[src/rtl/cpu_pkg.sv]
// Shared definitions for the MIPS-style core: opcode constants, fetch FSM
// state encoding, default reset PC and the branch offset helper.
package cpu_pkg;

    localparam logic [31:0] RESET_PC_DEFAULT = 32'h0000_0000;

    localparam logic [5:0] OP_RTYPE = 6'b000000;
    localparam logic [5:0] OP_LW    = 6'b100011;
    localparam logic [5:0] OP_SW    = 6'b101011;
    localparam logic [5:0] OP_BEQ   = 6'b000100;
    localparam logic [5:0] OP_J     = 6'b000010;

    typedef enum logic [1:0] {
        ST_IDLE  = 2'd0,
        ST_FETCH = 2'd1,
        ST_HOLD  = 2'd2
    } fetch_state_e;

    // Word offset of a branch: sign-extended imm16 scaled to bytes.
    function automatic logic [31:0] branch_offset(input logic [15:0] imm);
        return {{14{imm[15]}}, imm, 2'b00};
    endfunction

endpackage

[src/rtl/instr_fetch_if.sv]
// Fetch-stage bus: instruction-memory handshake toward imem and the
// instruction/PC handoff toward decode and execute.
interface instr_fetch_if;
    logic        imem_req;
    logic [31:0] imem_addr;
    logic        imem_ready;
    logic [31:0] imem_rdata;
    logic [31:0] instr;
    logic [5:0]  opcode;
    logic        instr_valid;
    logic        instr_accept;
    logic [31:0] pc;
    logic        branch;
    logic        zero;
    logic        jump;
    logic [31:0] retired;

    modport master (
        output imem_req, imem_addr, instr, opcode, instr_valid, pc, retired,
        input  imem_ready, imem_rdata, instr_accept, branch, zero, jump
    );

    modport slave (
        input  imem_req, imem_addr, instr, opcode, instr_valid, pc, retired,
        output imem_ready, imem_rdata, instr_accept, branch, zero, jump
    );
endinterface

[src/rtl/next_pc_calc.sv]
// Next-PC selection for the executing instruction: jump beats taken branch,
// which beats sequential pc+4. Unknown control bits fall through to pc+4.
module next_pc_calc
    import cpu_pkg::*;
(
    input  logic [31:0] pc_i,
    input  logic [25:0] instr_i,
    input  logic        branch_i,
    input  logic        zero_i,
    input  logic        jump_i,
    output logic [31:0] next_pc_o
);
    logic [31:0] pc4_s;

    assign pc4_s = pc_i + 32'd4;

    // Priority select; an X control evaluates false and takes the else arm.
    always_comb begin
        next_pc_o = pc4_s;
        if (jump_i) begin
            next_pc_o = {pc4_s[31:28], instr_i, 2'b00};
        end else if (branch_i && zero_i) begin
            next_pc_o = pc4_s + branch_offset(instr_i[15:0]);
        end else begin
            next_pc_o = pc4_s;
        end
    end
endmodule

[src/rtl/instr_fetch.sv]
// Instruction fetch stage: holds the PC, fetches one word per instruction
// and presents it to decode until the core accepts it.
module instr_fetch
    import cpu_pkg::*;
#(
    parameter logic [31:0] RESET_PC = RESET_PC_DEFAULT
)(
    input  logic            clk,
    input  logic            reset,
    instr_fetch_if.master   fif
);
    localparam logic [31:0] RESET_PC_ALIGNED = {RESET_PC[31:2], 2'b00};

    fetch_state_e state_q;
    logic [31:0]  pc_q;
    logic [31:0]  instr_q;
    logic         instr_valid_q;
    logic         imem_req_q;
    logic [31:0]  retired_q;
    logic [31:0]  next_pc_d;

    next_pc_calc u_next_pc (
        .pc_i      (pc_q),
        .instr_i   (instr_q[25:0]),
        .branch_i  (fif.branch),
        .zero_i    (fif.zero),
        .jump_i    (fif.jump),
        .next_pc_o (next_pc_d)
    );

    assign fif.imem_req    = imem_req_q;
    assign fif.imem_addr   = pc_q;
    assign fif.instr       = instr_q;
    assign fif.opcode      = instr_q[31:26];
    assign fif.instr_valid = instr_valid_q;
    assign fif.pc          = pc_q;
    assign fif.retired     = retired_q;

    // Fetch FSM; imem_req/instr_valid are registered decodes of the next state.
    always_ff @(posedge clk) begin
        if (reset) begin
            state_q       <= ST_IDLE;
            pc_q          <= RESET_PC_ALIGNED;
            instr_q       <= 32'h0000_0000;
            instr_valid_q <= 1'b0;
            imem_req_q    <= 1'b0;
            retired_q     <= 32'h0000_0000;
        end else begin
            case (state_q)
                ST_IDLE: begin
                    state_q       <= ST_FETCH;
                    imem_req_q    <= 1'b1;
                    instr_valid_q <= 1'b0;
                end
                ST_FETCH: begin
                    if (fif.imem_ready) begin
                        instr_q       <= fif.imem_rdata;
                        state_q       <= ST_HOLD;
                        imem_req_q    <= 1'b0;
                        instr_valid_q <= 1'b1;
                    end else begin
                        state_q       <= ST_FETCH;
                    end
                end
                ST_HOLD: begin
                    if (fif.instr_accept) begin
                        pc_q          <= {next_pc_d[31:2], 2'b00};
                        retired_q     <= retired_q + 32'd1;
                        state_q       <= ST_FETCH;
                        imem_req_q    <= 1'b1;
                        instr_valid_q <= 1'b0;
                    end else begin
                        state_q       <= ST_HOLD;
                    end
                end
                default: begin
                    state_q       <= ST_IDLE;
                    imem_req_q    <= 1'b0;
                    instr_valid_q <= 1'b0;
                end
            endcase
        end
    end
endmodule

[src/flat_wrapper.sv]
// flat-port wrapper written by rule: the top's interface ports become plain ports
module instr_fetch_flat import cpu_pkg::*;
#(
    parameter logic [31:0] RESET_PC = RESET_PC_DEFAULT
)
  (clk, reset, fif_imem_req, fif_imem_addr, fif_instr, fif_opcode, fif_instr_valid, fif_pc, fif_retired, fif_imem_ready, fif_imem_rdata, fif_instr_accept, fif_branch, fif_zero, fif_jump);
  instr_fetch_if fif_i ();
  input  logic clk;
  input  logic reset;
  output wire logic [$bits(fif_i.imem_req)-1:0] fif_imem_req;
  output wire logic [$bits(fif_i.imem_addr)-1:0] fif_imem_addr;
  output wire logic [$bits(fif_i.instr)-1:0] fif_instr;
  output wire logic [$bits(fif_i.opcode)-1:0] fif_opcode;
  output wire logic [$bits(fif_i.instr_valid)-1:0] fif_instr_valid;
  output wire logic [$bits(fif_i.pc)-1:0] fif_pc;
  output wire logic [$bits(fif_i.retired)-1:0] fif_retired;
  input wire logic [$bits(fif_i.imem_ready)-1:0] fif_imem_ready;
  input wire logic [$bits(fif_i.imem_rdata)-1:0] fif_imem_rdata;
  input wire logic [$bits(fif_i.instr_accept)-1:0] fif_instr_accept;
  input wire logic [$bits(fif_i.branch)-1:0] fif_branch;
  input wire logic [$bits(fif_i.zero)-1:0] fif_zero;
  input wire logic [$bits(fif_i.jump)-1:0] fif_jump;
  assign fif_imem_req = fif_i.imem_req;
  assign fif_imem_addr = fif_i.imem_addr;
  assign fif_instr = fif_i.instr;
  assign fif_opcode = fif_i.opcode;
  assign fif_instr_valid = fif_i.instr_valid;
  assign fif_pc = fif_i.pc;
  assign fif_retired = fif_i.retired;
  assign fif_i.imem_ready = fif_imem_ready;
  assign fif_i.imem_rdata = fif_imem_rdata;
  assign fif_i.instr_accept = fif_instr_accept;
  assign fif_i.branch = fif_branch;
  assign fif_i.zero = fif_zero;
  assign fif_i.jump = fif_jump;
  instr_fetch #(.RESET_PC(RESET_PC)) u_core (.clk(clk), .reset(reset), .fif(fif_i));
endmodule
[config.mk]
export PLATFORM = sky130hd
export DESIGN_NAME = instr_fetch_flat
export DESIGN_NICKNAME = d
export VERILOG_FILES = /design/src/rtl/cpu_pkg.sv /design/src/rtl/instr_fetch_if.sv /design/src/rtl/next_pc_calc.sv /design/src/rtl/instr_fetch.sv /design/src/flat_wrapper.sv
export SDC_FILE = /design/constraint.sdc
export NUM_CORES = 1
export LEC_CHECK = 0
export BUFFER_PORTS_ARGS = -buffer_cell sky130_fd_sc_hd__buf_2
export CAP_MARGIN = 25
export CORE_ASPECT_RATIO = 1.4
export CORE_MARGIN = 4
export CORE_UTILIZATION = 40
export CTS_BUF_LIST = sky130_fd_sc_hd__clkbuf_16
export DETAILED_ROUTE_END_ITERATION = 6
export PLACE_DENSITY = 0.62
export SYNTH_ARGS = -nofsm -noshare
export SYNTH_HDL_FRONTEND = slang
export SYNTH_SLANG_ARGS = --single-unit
[constraint.sdc]
create_clock -name clk -period 10.25 [get_ports clk]
set_clock_uncertainty 0.05 [all_clocks]
set_input_delay 0 -clock clk [delete_from_list [all_inputs] [get_ports clk]]
set_output_delay 0 -clock clk [all_outputs]
set_load 0.01 [all_outputs]
==> impl_results.md, run 1 <==
* Status: finished, final reports clean
* Critical Path RT at 10460 ps
* Final hold violations at 0
* Crit path launch type: flip-flop
* Syn. warnings at 0
* Fraction of layout cells with a size suffix above 1 at 21.01%
* Num CTS Buffers at 9
* GR Overflow Total at 0
* First-pass GRT wire length at 32130 µm
* Die W at 116.4 µm
* Area growth syn-to-layout at 20.84%
* Highest clock rate at 0.2268 GHz
* Worst stage delay on the critical path at 610 ps
* Site Rows at 55
* Antenna violations before repair at 0
* Max VDD drop at 86.15 µV
* CP arrival at 4620 ps
* Power, Total at 882.9 µW
* Max Root-Sink Buffers at 2
* CP most frequent cell: a21oi_1
* Post-route insts no fill at 1208
* Max Cap Viol at 0
* Syn Inst Count at 860
* Min-delay worst type: input pin to flip-flop
* DRC Markers at 0
* Pre-CTS setup slack at 5889 ps
* Clk pwr share at 42.4%
* Final core occ at 49.16%
* Avg Inst Size Synth at 7.650 µm²
* Die Y at 159.7 µm
* Die area at 18590 µm²
* Global router's overall resource usage at 21.53%
* Slowest CP cell: or4_4
* Clock slew at the register clock pins of the worst setup and hold paths at 80 ps
* CTS Root Cell: clkbuf_16
* Setup crit end kind: flip-flop
* Reg2reg path depth at 16
* Pin count of the biggest net entering global routing at 60
* Core area at 16170 µm²
* Buffers on Ports at 170
* CTS H-Tree Depth at 3
* Sequential share of power at 45.3%
* Vias at 6516
* PnR worst setup slack at 5840 ps
* Routed length per instance at 16.49 µm
* R2r endpoint: u_core.fif.imem_addr[31]$_SDFFE_PP0P_
* Nets at 1082
* Combinational power share at 12.3%
* Vias in the first global route at 6309
* Relative slew slack at 34.84%
* Clk sink count at 98
* Post-route ant nets at 0
* Critical R2R Launch: u_core.fif.imem_addr[4]$_SDFFE_PP0P_
* Worst skew pair latency at 370 ps
* Synth Cell Area at 6579 µm²
* Hold EP: u_core.fif.instr_valid$_SDFFE_PP0P_
* 1st-iter DRT viols at 285
* Starting density of the core at 40.68%
* Period minus WS final at 4410 ps
* Setup bufs post-CTS at 0
* DP Cell Count at 1158
* Sw Ratio at 28.63%
* Tightest Pin Transition at 973.8 ps
* Antenna fix cells at 0
* Hold Crit Start: reset
* Final Slew Violations at 0
* GPL Wtd Cong at 0.9155
* Final worst-path cycle share at 43.03%
* Cell area power density at 111.1 nW/µm²
* Unrepaired setup endpoints after global routing: false
* CP max FO at 8
* Most common flop cell mapped by yosys: dfxtp_1
* P_leak at 0.003750 µW
* Cell count of the worst hold path at 3
* Internal power at 630.1 µW
* #FFs+latches synth at 98
* Net switching power at 252.8 µW
* CP Depth at 16
* Flop2flop setup slack at 5840 ps
* Vias per cell at 5.394
* Post-synthesis sequential area ratio at 29.82%
* CP bufs+invs at 0
* Count of final setup violators at 0
* Top Ports at 175
* CTS tree: yes
* Synth unique cells at 64
* Post-synth ARST share at 0%
* Crit path cell chain: and4_4 -> nand4_4 -> or4_4 -> nor3_4 -> nand2_1 -> xnor2_1 -> ha_1 -> a21oi_1 -> a21oi_1 -> or3_1 -> a21o_1 -> a21oi_1 -> a21oi_1 -> o21ai_1 -> mux2i_1 -> mux2_1
* Post-synth EDFFs at 0
* HPWL after detailed placement at 14410 µm
* Sum Neg Setup Slack at 0 ps
* Critical path class: flip-flop to flip-flop
* DR pass1 iterations at 5
* Crit-path leading delay family: simple AND/OR/NAND/NOR gates
* Routed WL at 19920 µm
==> power groups by stage <==
stage | Sequential [µW] | Combinational (µW) | Clock [µW]
global placement | 409 | 97.7 | 0
finish | 400 | 108 | 375
floorplan | 411 | 62.2 | 0
global route | 402 | 120 | 395
CTS | 400 | 109 | 380
detailed placement | 409 | 98.0 | 0
==> kinds of logic after synthesis <==
family	synth area share (%)
XOR/XNOR	10.08
other	0.05700
flip-flops	29.82
buffers and inverters	7.360
multiplexers	0.4755
AO/OA/AOI/OAI	20.54
AND/OR/NAND/NOR	24.13
adder cells (fa/ha/maj)	7.531
==> Yosys cell counts (20+ instances only) <==
master / count / share of area (%)
nand3_1: 25 / 1.9
nor2_1: 92 / 5.2
o21ai_0: 41 / 3.1
xnor2_1: 29 / 3.9
a21o_1: 20 / 2.3
ha_1: 38 / 7.2
clkbuf_1: 39 / 2.2
a21oi_1: 81 / 6.2
buf_4: 40 / 4.6
dfxtp_1: 98 / 30
nand2_1: 137 / 7.8
xor2_1: 43 / 5.7
==> metal layers <==
| metal | global-route usage, % | vias up | share of wire (%) |
|---|---|---|---|
| met5 | 0 | - | 0 |
| met4 | 9.763 | 0 | 3.5 |
| met3 | 3.184 | 40 | 5.2 |
| met2 | 37.60 | 169 | 50 |
| met1 | 25.45 | 3051 | 41 |
| li1 | - | 3256 | - |
==> placed cells by master, fill, tap and decap left out, types with 29 or more instances in the layout <==
cell type	count
xor2_1	43
o21ai_0	41
dfxtp_1	98
dlygate4sd3_1	34
a21oi_1	81
nor2_1	91
xnor2_1	29
buf_2	170
ha_1	38
nand2_1	137
==> stage by stage <==
stage                     instance area [µm²]  hold WS (ps)
after floorplan                          6590         85.99
after global placement                   7291         189.9
after detailed placement                 7291         194.9
after CTS                                7950         78.13
after global routing                     7950         124.5
final                                    7950         74.80
==> flip-flops by register name (all words and copies together) (netlist names) <==
name                    count
u_core.fif.imem_req         1
u_core.state_q              2
u_core.fif.retired         32
u_core.fif.instr           32
u_core.fif.imem_addr       30
u_core.fif.instr_valid      1
==> how the worst max path moves through the flow <==
stage / from / to / slack [ps]
3_3_place_gp: u_core.fif.imem_addr[4]$_SDFFE_PP0P_ / u_core.fif.imem_addr[31]$_SDFFE_PP0P_ / 6000
3_5_place_dp: u_core.fif.imem_addr[4]$_SDFFE_PP0P_ / u_core.fif.imem_addr[31]$_SDFFE_PP0P_ / 5890
2_1_floorplan: u_core.fif.imem_addr[4]$_SDFFE_PP0P_ / u_core.fif.imem_addr[31]$_SDFFE_PP0P_ / 6170
4_1_cts: u_core.fif.imem_addr[4]$_SDFFE_PP0P_ / u_core.fif.imem_addr[31]$_SDFFE_PP0P_ / 5860
6_report: u_core.fif.imem_addr[4]$_SDFFE_PP0P_ / u_core.fif.imem_addr[31]$_SDFFE_PP0P_ / 5840
5_1_grt: u_core.fif.imem_addr[4]$_SDFFE_PP0P_ / u_core.fif.imem_addr[31]$_SDFFE_PP0P_ / 5470
==> area by class of cell <==
type                            instances  area [µm²]
Clock buffer                            9       225.2
Timing Repair Buffer                  212        1251
Sequential cell                        98        1962
Tap cell                              199       249.0
Multi-Input combinational cell        677        4146
Fill cell                            1633        8222
Inverter                                6       22.52
Clock inverter                          7       93.84
==> what timing repair did <==
| action | in CTS | in global routing |
|---|---|---|
| hold endpoints to repair | 35 | 0 |
| resized for setup | 0 | 0 |
| hold buffers | 34 | 0 |
==> worst register-to-register path, cell delays in order (launching register included) <==
cell and delay, ps:
dfxtp_1 470, and4_4 310, nand4_4 150, or4_4 610, nor3_4 210, nand2_1 100
xnor2_1 280, ha_1 380, a21oi_1 170, a21oi_1 70, or3_1 340, a21o_1 180
a21oi_1 170, a21oi_1 90, o21ai_1 170, mux2i_1 210, mux2_1 330
(Power assumes the default switching activity.)
==> inputs of run 2 (changes only) <==
--- a/config.mk
+++ b/config.mk
@@ -5,6 +5,7 @@
 export SDC_FILE = /design/constraint.sdc
 export NUM_CORES = 1
 export LEC_CHECK = 0
+export ABC_AREA = 1
 export BUFFER_PORTS_ARGS = -buffer_cell sky130_fd_sc_hd__buf_2
 export CAP_MARGIN = 25
 export CORE_ASPECT_RATIO = 1.4
@@ -12,7 +13,7 @@
 export CORE_UTILIZATION = 40
 export CTS_BUF_LIST = sky130_fd_sc_hd__clkbuf_16
 export DETAILED_ROUTE_END_ITERATION = 6
-export PLACE_DENSITY = 0.62
+export PLACE_DENSITY = 0.61
 export SYNTH_ARGS = -nofsm -noshare
 export SYNTH_HDL_FRONTEND = slang
 export SYNTH_SLANG_ARGS = --single-unit
==> constraint.sdc (replaced) <==
create_clock -name clk -period 4.5 [get_ports clk]
set_clock_uncertainty 0.05 [all_clocks]
set_input_delay 0 -clock clk [delete_from_list [all_inputs] [get_ports clk]]
set_output_delay 0 -clock clk [all_outputs]
set_load 0.01 [all_outputs]
==> run 2 against run 1 <==
Net effect:
- worst setup slack worse by 4900 ps
- worst hold slack better by 160 ps
- sequential share of layout area is 3.0 points lower
- critical endpoint is now u_core.fif.imem_addr[26]$_SDFFE_PP0P_
- non-clock buffer count is 2 lower
- clock power is 110% higher
- area after synthesis is 16% higher
- register-to-register slack worse by 4900 ps
- utilization is 0.62 points lower
- combinational power grew to 2.8 times the previous value
- largest cell class unchanged
==> impl_results.md, run 2 <==
* Commonest cells in the netlist: nand2_1, inv_1, a21oi_1 (was nand2_1, dfxtp_1, nor2_1)
* Top sig layer: met4 (unchanged)
* Synth unique cells at 43 (was 64)
* Pin count of the biggest net entering global routing at 56 (was 60)
* Top-area cell type share of the netlist area at 25.67% (was 29.82%)
* Routed length per instance at 16.09 µm (was 16.49 µm)
* Critical path class: flip-flop to flip-flop (unchanged)
* Vias at 8299 (was 6516)
* Sum Neg Setup Slack at 0 ps (unchanged)
* Top Ports at 175 (unchanged)
* Syn. warnings at 0 (unchanged)
* HPWL after detailed placement at 20100 µm (was 14410 µm)
* Fraction of layout cells with a size suffix above 1 at 16.82% (was 21.01%)
* Die W at 124.8 µm (was 116.4 µm)
* #FFs+latches synth at 98 (unchanged)
* Unrepaired setup endpoints after global routing: false (unchanged)
* Metal3 WL at 1260 µm (was 1036 µm)
* Hold-fix buffers, CTS at 35 (was 34)
* Buffers on Ports at 170 (unchanged)
* Mux share of post-synthesis cell area at 0% (was 0.4755%)
* Highest clock rate at 0.2843 GHz (was 0.2268 GHz)
* Crit path launch type: flip-flop (unchanged)
* Clock slew at the register clock pins of the worst setup and hold paths at 80 ps (about the same)
* Min-delay worst type: input pin to flip-flop (unchanged)
* CTS H-Tree Depth at 3 (unchanged)
* Global router's overall resource usage at 24.06% (was 21.53%)
* CTS Root Cell: clkbuf_16 (unchanged)
* Antenna fix cells at 0 (unchanged)
* CP max FO at 10 (was 8)
* GPL Wtd Cong at 0.9991 (was 0.9155)
* Die Y at 171.6 µm (was 159.7 µm)
* Max Root-Sink Buffers at 2 (unchanged)
* Placed Area at 8428 µm² (was 7291 µm²)
* Period minus WS final at 3518 ps (was 4410 ps)
* DR pass1 iterations at 5 (unchanged)
* Top-count cell post-synth: nand2_1 (unchanged)
* Count of final setup violators at 0 (unchanged)
* Antenna violations before repair at 0 (unchanged)
* Routed WL at 26210 µm (was 19920 µm)
* Fillers at 1996 (was 1633)
* Simple logic cell fraction of the synthesized area at 33.07% (was 24.13%)
* Cell area power density at 222.8 nW/µm² (was 111.1 nW/µm²)
* Starting density of the core at 40.92% (was 40.68%)
* Setup crit end kind: flip-flop (unchanged)
* Site Rows at 59 (was 55)
* Setup bufs post-CTS at 0 (unchanged)
* Die area at 21410 µm² (was 18590 µm²)
* Post-route ant nets at 0 (unchanged)
* Final instance area at 9065 µm² (was 7950 µm²)
* Clk sink count at 98 (unchanged)
* Most common flop cell mapped by yosys: dfxtp_1 (unchanged)
* Reg area at 1962 µm² (unchanged)
* Num CTS Buffers at 9 (unchanged)
* Core area at 18680 µm² (was 16170 µm²)
* GR Overflow Total at 0 (unchanged)
* Synth top area cells: dfxtp_1, nand2_1, a21oi_1 (was dfxtp_1, nand2_1, ha_1)
* Nets at 1458 (was 1082)
* Post-Synth XOR/XNOR Area at 3.209% (was 10.08%)
* Commonest non-fill, non-tap cell in the layout: nand2_1 (was buf_2)
* Vias in the first global route at 7903 (was 6309)
* Final worst-path cycle share at 78.17% (was 43.03%)
* Post-synth ARST share at 0% (unchanged)
* Worst skew pair latency at 360 ps (was 370 ps)
* CTS tree: yes (unchanged)
* Final hold violations at 0 (unchanged)
* DRC Markers at 0 (unchanged)
* 1st-iter DRT viols at 431 (was 285)
* Final Slew Violations at 0 (unchanged)
* Relative slew slack at 33.43% (was 34.84%)
* PostCTS Resize Cnt at 0 (unchanged)
* Critical Path RT at 4650 ps (was 10460 ps)
* Status: finished, final reports clean (unchanged)
* Area growth syn-to-layout at 18.61% (was 20.84%)
* CP arrival at 3670 ps (was 4620 ps)
* Cell taking the most area after synthesis: dfxtp_1 (unchanged)
* Multi-input gate area at 4623 µm² (was 4146 µm²)
* Max Cap Viol at 0 (unchanged)
* Largest family of logic cells by synthesized area: simple AND/OR/NAND/NOR gates (unchanged)
* P_leak at 0.004398 µW (was 0.003750 µW)
* Post-synthesis sequential area ratio at 25.67% (was 29.82%)
* Avg Inst Size Synth at 6.218 µm² (was 7.650 µm²)
* Syn Inst Count at 1229 (was 860)
* Met2 wire length at 12980 µm (was 9984 µm)
* Synth Cell Area at 7642 µm² (was 6579 µm²)
* First-pass GRT wire length at 41540 µm (was 32130 µm)
* WL met1 at 10940 µm (was 8210 µm)
* Post-synth EDFFs at 0 (unchanged)
* Most frequent cells in the layout: nand2_1, buf_2, inv_1, a21oi_1, dfxtp_1 (was buf_2, nand2_1, dfxtp_1, nor2_1, a21oi_1)
* Max VDD drop at 172.3 µV (was 86.15 µV)
* Post-synthesis compound-gate area fraction at 17.47% (was 20.54%)
* Adder-cell share of the synthesized area at 6.483% (was 7.531%)
* Tightest Pin Transition at 997.2 ps (was 973.8 ps)
* Vias per cell at 5.095 (was 5.394)
## run 2: area by class of cell
cell class                      count  area share (%)
Multi-Input combinational cell    888           51.00
Sequential cell                    98           21.64
Timing Repair Buffer              210           13.66
Inverter                          173           7.164
Tap cell                          244           3.368
Clock buffer                        9           2.484
Clock inverter                      7          0.6763
## run 2: final timing paths
path                                         from                                    end  slack, ps  cells after the start
max          u_core.fif.imem_addr[2]$_SDFFE_PP0P_  u_core.fif.imem_addr[26]$_SDFFE_PP0P_        980                     20
min                                         reset    u_core.fif.retired[31]$_SDFFE_PP0P_        230                      2
max reg2reg  u_core.fif.imem_addr[2]$_SDFFE_PP0P_  u_core.fif.imem_addr[26]$_SDFFE_PP0P_        980                     20
min reg2reg     u_core.fif.instr[28]$_SDFFE_PP0P_      u_core.fif.instr[28]$_SDFFE_PP0P_        410                      2
## run 2: logic make-up (layout without fill, tap and decap cells)
group	after synthesis	count (layout)
AND/OR/NAND/NOR	566	566
AO/OA/AOI/OAI	251	251
buffers and inverters	246	399
flip-flops	98	98
adder cells (fa/ha/maj)	39	39
XOR/XNOR	28	28
other	1	4
## run 2: metrics by stage
stage	std cells	total power, µW	setup WS, ps	hold WS, ps	utilization [%]
6_report	1629	2020	982.4	231.4	48.54
5_1_grt	1629	2107	570.0	257.8	48.54
2_1_floorplan	1232	1136	1631	138.2	-
3_3_place_gp	1578	1232	1052	228.8	45.13
3_5_place_dp	1578	1235	1017	236.6	45.13
4_1_cts	1629	2037	994.9	229.1	48.54
## run 2: routing by layer
layer | track usage (%) | up-vias
met1 | 28.76 | 3766
met5 | 0 | -
li1 | - | 4243
met4 | 10.80 | 0
met3 | 2.578 | 50
met2 | 43.67 | 240
## run 2: critical path: stages, from the launching register on
cell and delay, ps:
dfxtp_1 550, ha_1 260, inv_1 70, nor4_1 340, nand3_1 130, nor2_1 210
nand3_1 120, nand2_1 90, inv_1 60, ha_1 350, nand2_1 100, nor2_1 260
nand2_1 120, nor2_1 90, nand2_1 100, nand3_1 110, nand2_1 50, nand3_1 110
nand2_1 80, nand2_1 60, a21oi_1 60
## run 2: power breakdown
| group | internal [µW] | leakage, µW | switching (µW) |
|---|---|---|---|
| clock | 386 | 0.000139 | 392 |
| sequential | 896 | 0.000795 | 38.1 |
| combinational | 122 | 0.00346 | 185 |
| total | 1400 | 0.00440 | 615 |
==> inputs of run 3 (changes only) <==
--- a/config.mk
+++ b/config.mk
@@ -13,7 +13,7 @@
 export CORE_UTILIZATION = 40
 export CTS_BUF_LIST = sky130_fd_sc_hd__clkbuf_16
 export DETAILED_ROUTE_END_ITERATION = 6
-export PLACE_DENSITY = 0.61
+export PLACE_DENSITY = 0.64
 export SYNTH_ARGS = -nofsm -noshare
 export SYNTH_HDL_FRONTEND = slang
 export SYNTH_SLANG_ARGS = --single-unit
==> constraint.sdc (replaced) <==
create_clock -name clk -period 3.12 [get_ports clk]
set_clock_uncertainty 0.05 [all_clocks]
set_input_delay 0 -clock clk [delete_from_list [all_inputs] [get_ports clk]]
set_output_delay 0 -clock clk [all_outputs]
set_load 0.01 [all_outputs]
==> run 3 against run 2 <==
Net effect:
- worst hold slack got worse by 70 ps
- final cell count rose by 3.1%
- sequential power rose by 42%
- sequential share of layout area fell by 1.5 points
- register-to-register slack got worse by 830 ps
- worst setup slack got worse by 830 ps
- largest cell class unchanged
- largest power group unchanged
==> impl_results.md, run 3 (synthesis results as in run 2) <==
* Status: finished, final reports clean (unchanged)
* Global router's overall resource usage at 23.55% (was 24.06%)
* Count of final setup violators at 0 (unchanged)
* Tightest Pin Transition at 985.1 ps (was 997.2 ps)
* CP most frequent cell: nand2_1 (unchanged)
* Combinational power share at 16.3% (was 15.2%)
* Crit path launch type: flip-flop (unchanged)
* CP arrival at 3130 ps (was 3670 ps)
* Most frequent cells in the layout: nand2_1, buf_2, inv_1, a21oi_1, dfxtp_1 (unchanged)
* First-pass GRT wire length at 41040 µm (was 41540 µm)
* Placed Area at 8796 µm² (was 8428 µm²)
* Die Y at 171.6 µm (unchanged)
* Setup crit end kind: flip-flop (unchanged)
* Antenna violations before repair at 0 (unchanged)
* Final core occ at 52.33% (was 48.54%)
* CP bufs+invs at 2 (unchanged)
* Min-delay worst type: input pin to flip-flop (unchanged)
* HPWL after detailed placement at 20140 µm (was 20100 µm)
* Period minus WS final at 2969 ps (was 3518 ps)
* Clk sink count at 98 (unchanged)
* DRC Markers at 0 (unchanged)
* Max Cap Viol at 0 (unchanged)
* Routed length per instance at 15.68 µm (was 16.09 µm)
* Core area at 18680 µm² (unchanged)
* Fraction of layout cells with a size suffix above 1 at 23.90% (was 16.82%)
* Cell area power density at 308.9 nW/µm² (was 222.8 nW/µm²)
* CTS Root Cell: clkbuf_16 (unchanged)
* Antenna fix cells at 0 (unchanged)
* Power, Total at 3019 µW (was 2020 µW)
* Clock slew at the register clock pins of the worst setup and hold paths at 80 ps (about the same)
* Num CTS Buffers at 9 (unchanged)
* Vias in the first global route at 8207 (was 7903)
* GPL Wtd Cong at 0.9710 (was 0.9991)
* Starting density of the core at 40.92% (unchanged)
* Vias per cell at 5.148 (was 5.095)
* Net switching power at 890.7 µW (was 615.2 µW)
* CTS tree: yes (unchanged)
* Worst stage delay on the critical path at 380 ps (was 550 ps)
* Nets at 1508 (was 1458)
* CTS H-Tree Depth at 3 (unchanged)
* Pre-CTS setup slack at -49.10 ps (was 1017 ps)
* Clk pwr share at 39.6% (was 38.6%)
* GR Overflow Total at 0 (unchanged)
* Slowest CP cell: dfxtp_4 (was dfxtp_1)
* PnR worst setup slack at 150.6 ps (was 982.4 ps)
* Buffers on Ports at 170 (unchanged)
* Crit-path leading delay family: simple AND/OR/NAND/NOR gates (unchanged)
* Commonest non-fill, non-tap cell in the layout: nand2_1 (unchanged)
* Hold_ws at 161.6 ps (was 231.4 ps)
* Pin count of the biggest net entering global routing at 55 (was 56)
* CP max FO at 5 (was 10)
* Unrepaired setup endpoints after global routing: true (was false)
* Vias at 8644 (was 8299)
* Final Slew Violations at 0 (unchanged)
* 1st-iter DRT viols at 484 (was 431)
* Area growth syn-to-layout at 27.88% (was 18.61%)
* Max VDD drop at 269.8 µV (was 172.3 µV)
* Critical Path RT at 3280 ps (was 4650 ps)
* Relative slew slack at 34.26% (was 33.43%)
* Routed WL at 26330 µm (was 26210 µm)
* Top Ports at 175 (unchanged)
* Sw Ratio at 29.50% (was 30.46%)
* Crit path cell chain: ha_1 -> nand2_1 -> nor2_2 -> buf_4 -> xnor2_1 -> inv_1 -> ha_1 -> a21oi_1 -> nand3_1 -> nand2_1 -> nand2_1 -> or2_2 -> nand3_1 -> nand2_1 -> o211ai_1 -> a21oi_1 (was ha_1 -> inv_1 -> nor4_1 -> nand3_1 -> nor2_1 -> nand3_1 -> nand2_1 -> inv_1 -> ha_1 -> nand2_1 -> nor2_1 -> nand2_1 -> nor2_1 -> nand2_1 -> nand3_1 -> nand2_1 -> nand3_1 -> nand2_1 -> nand2_1 -> a21oi_1)
* Die area at 21410 µm² (unchanged)
* Worst skew pair latency at 350 ps (was 360 ps)
* Final hold violations at 0 (unchanged)
* P_leak at 0.004736 µW (was 0.004398 µW)
* Final instance area at 9773 µm² (was 9065 µm²)
* Highest clock rate at 0.3368 GHz (was 0.2843 GHz)
* Final worst-path cycle share at 95.17% (was 78.17%)
* Sequential share of power at 44.1% (was 46.2%)
* Max Root-Sink Buffers at 2 (unchanged)
* Critical path class: flip-flop to flip-flop (unchanged)
* Post-route ant nets at 0 (unchanged)
* Site Rows at 59 (unchanged)
* DR pass1 iterations at 7 (was 5)
* Die W at 124.8 µm (unchanged)
* Internal power at 2128 µW (was 1404 µW)
## run 3: power by group through the flow
stage                     clock network (µW)  logic (µW)  registers (µW)
after floorplan                            0         259            1380
after global placement                     0         433            1360
after detailed placement                   0         437            1360
after CTS                               1220         471            1330
after global routing                    1270         544            1340
final                                   1200         491            1330
## run 3: layout make-up
type                       instances  area, µm²
inverter                         173      649.4
clock buffer                       9      225.2
fill                            1942       8904
tap                              244      305.3
timing repair buffer             260       1612
clock inverter                     7      85.08
sequential                        98       1972
multi-input combinational        888       4925
## run 3: per-layer routing
layer / part of all wire [%] / up-vias / GRT usage (%)
li1: - / 4353 / -
met1: 41 / 3917 / 27.50
met2: 49 / 298 / 42.54
met3: 5.6 / 76 / 2.796
met4: 4.3 / 0 / 12.17
met5: 0 / - / 0
## run 3: worst paths after layout
| path | from | to | slack, ps | depth (start not counted) |
|---|---|---|---|---|
| worst min register to register | u_core.fif.instr[27]$_SDFFE_PP0P_ | u_core.fif.instr[27]$_SDFFE_PP0P_ | 410 | 2 |
| worst min-delay path | reset | u_core.fif.retired[30]$_SDFFE_PP0P_ | 160 | 3 |
| worst max register to register | u_core.fif.imem_addr[2]$_SDFFE_PP0P_ | u_core.fif.imem_addr[11]$_SDFFE_PP0P_ | 150 | 16 |
| worst max-delay path | u_core.fif.imem_addr[2]$_SDFFE_PP0P_ | u_core.fif.imem_addr[11]$_SDFFE_PP0P_ | 150 | 16 |
## run 3: worst min-delay path, stage by stage
cell	delay (ps)
buf_2	100
buf_4	280
nor2_1	140
## run 3: what timing repair did
item,4_1_cts,5_1_grt
endpoints found under the setup margin,3,20
setup buffers,0,2
resized for setup,1,74
cloned,0,0
hold buffers,34,0
pin swaps,0,11
hold endpoints to repair,34,0
## run 3: metrics by stage
| step | setup TNS [ps] | instances |
|---|---|---|
| global route | -67.24 | 1679 |
| detailed placement | -120.2 | 1627 |
| global placement | 0 | 1627 |
| floorplan | 0 | 1232 |
| finish | 0 | 1679 |
| CTS | 0 | 1677 |
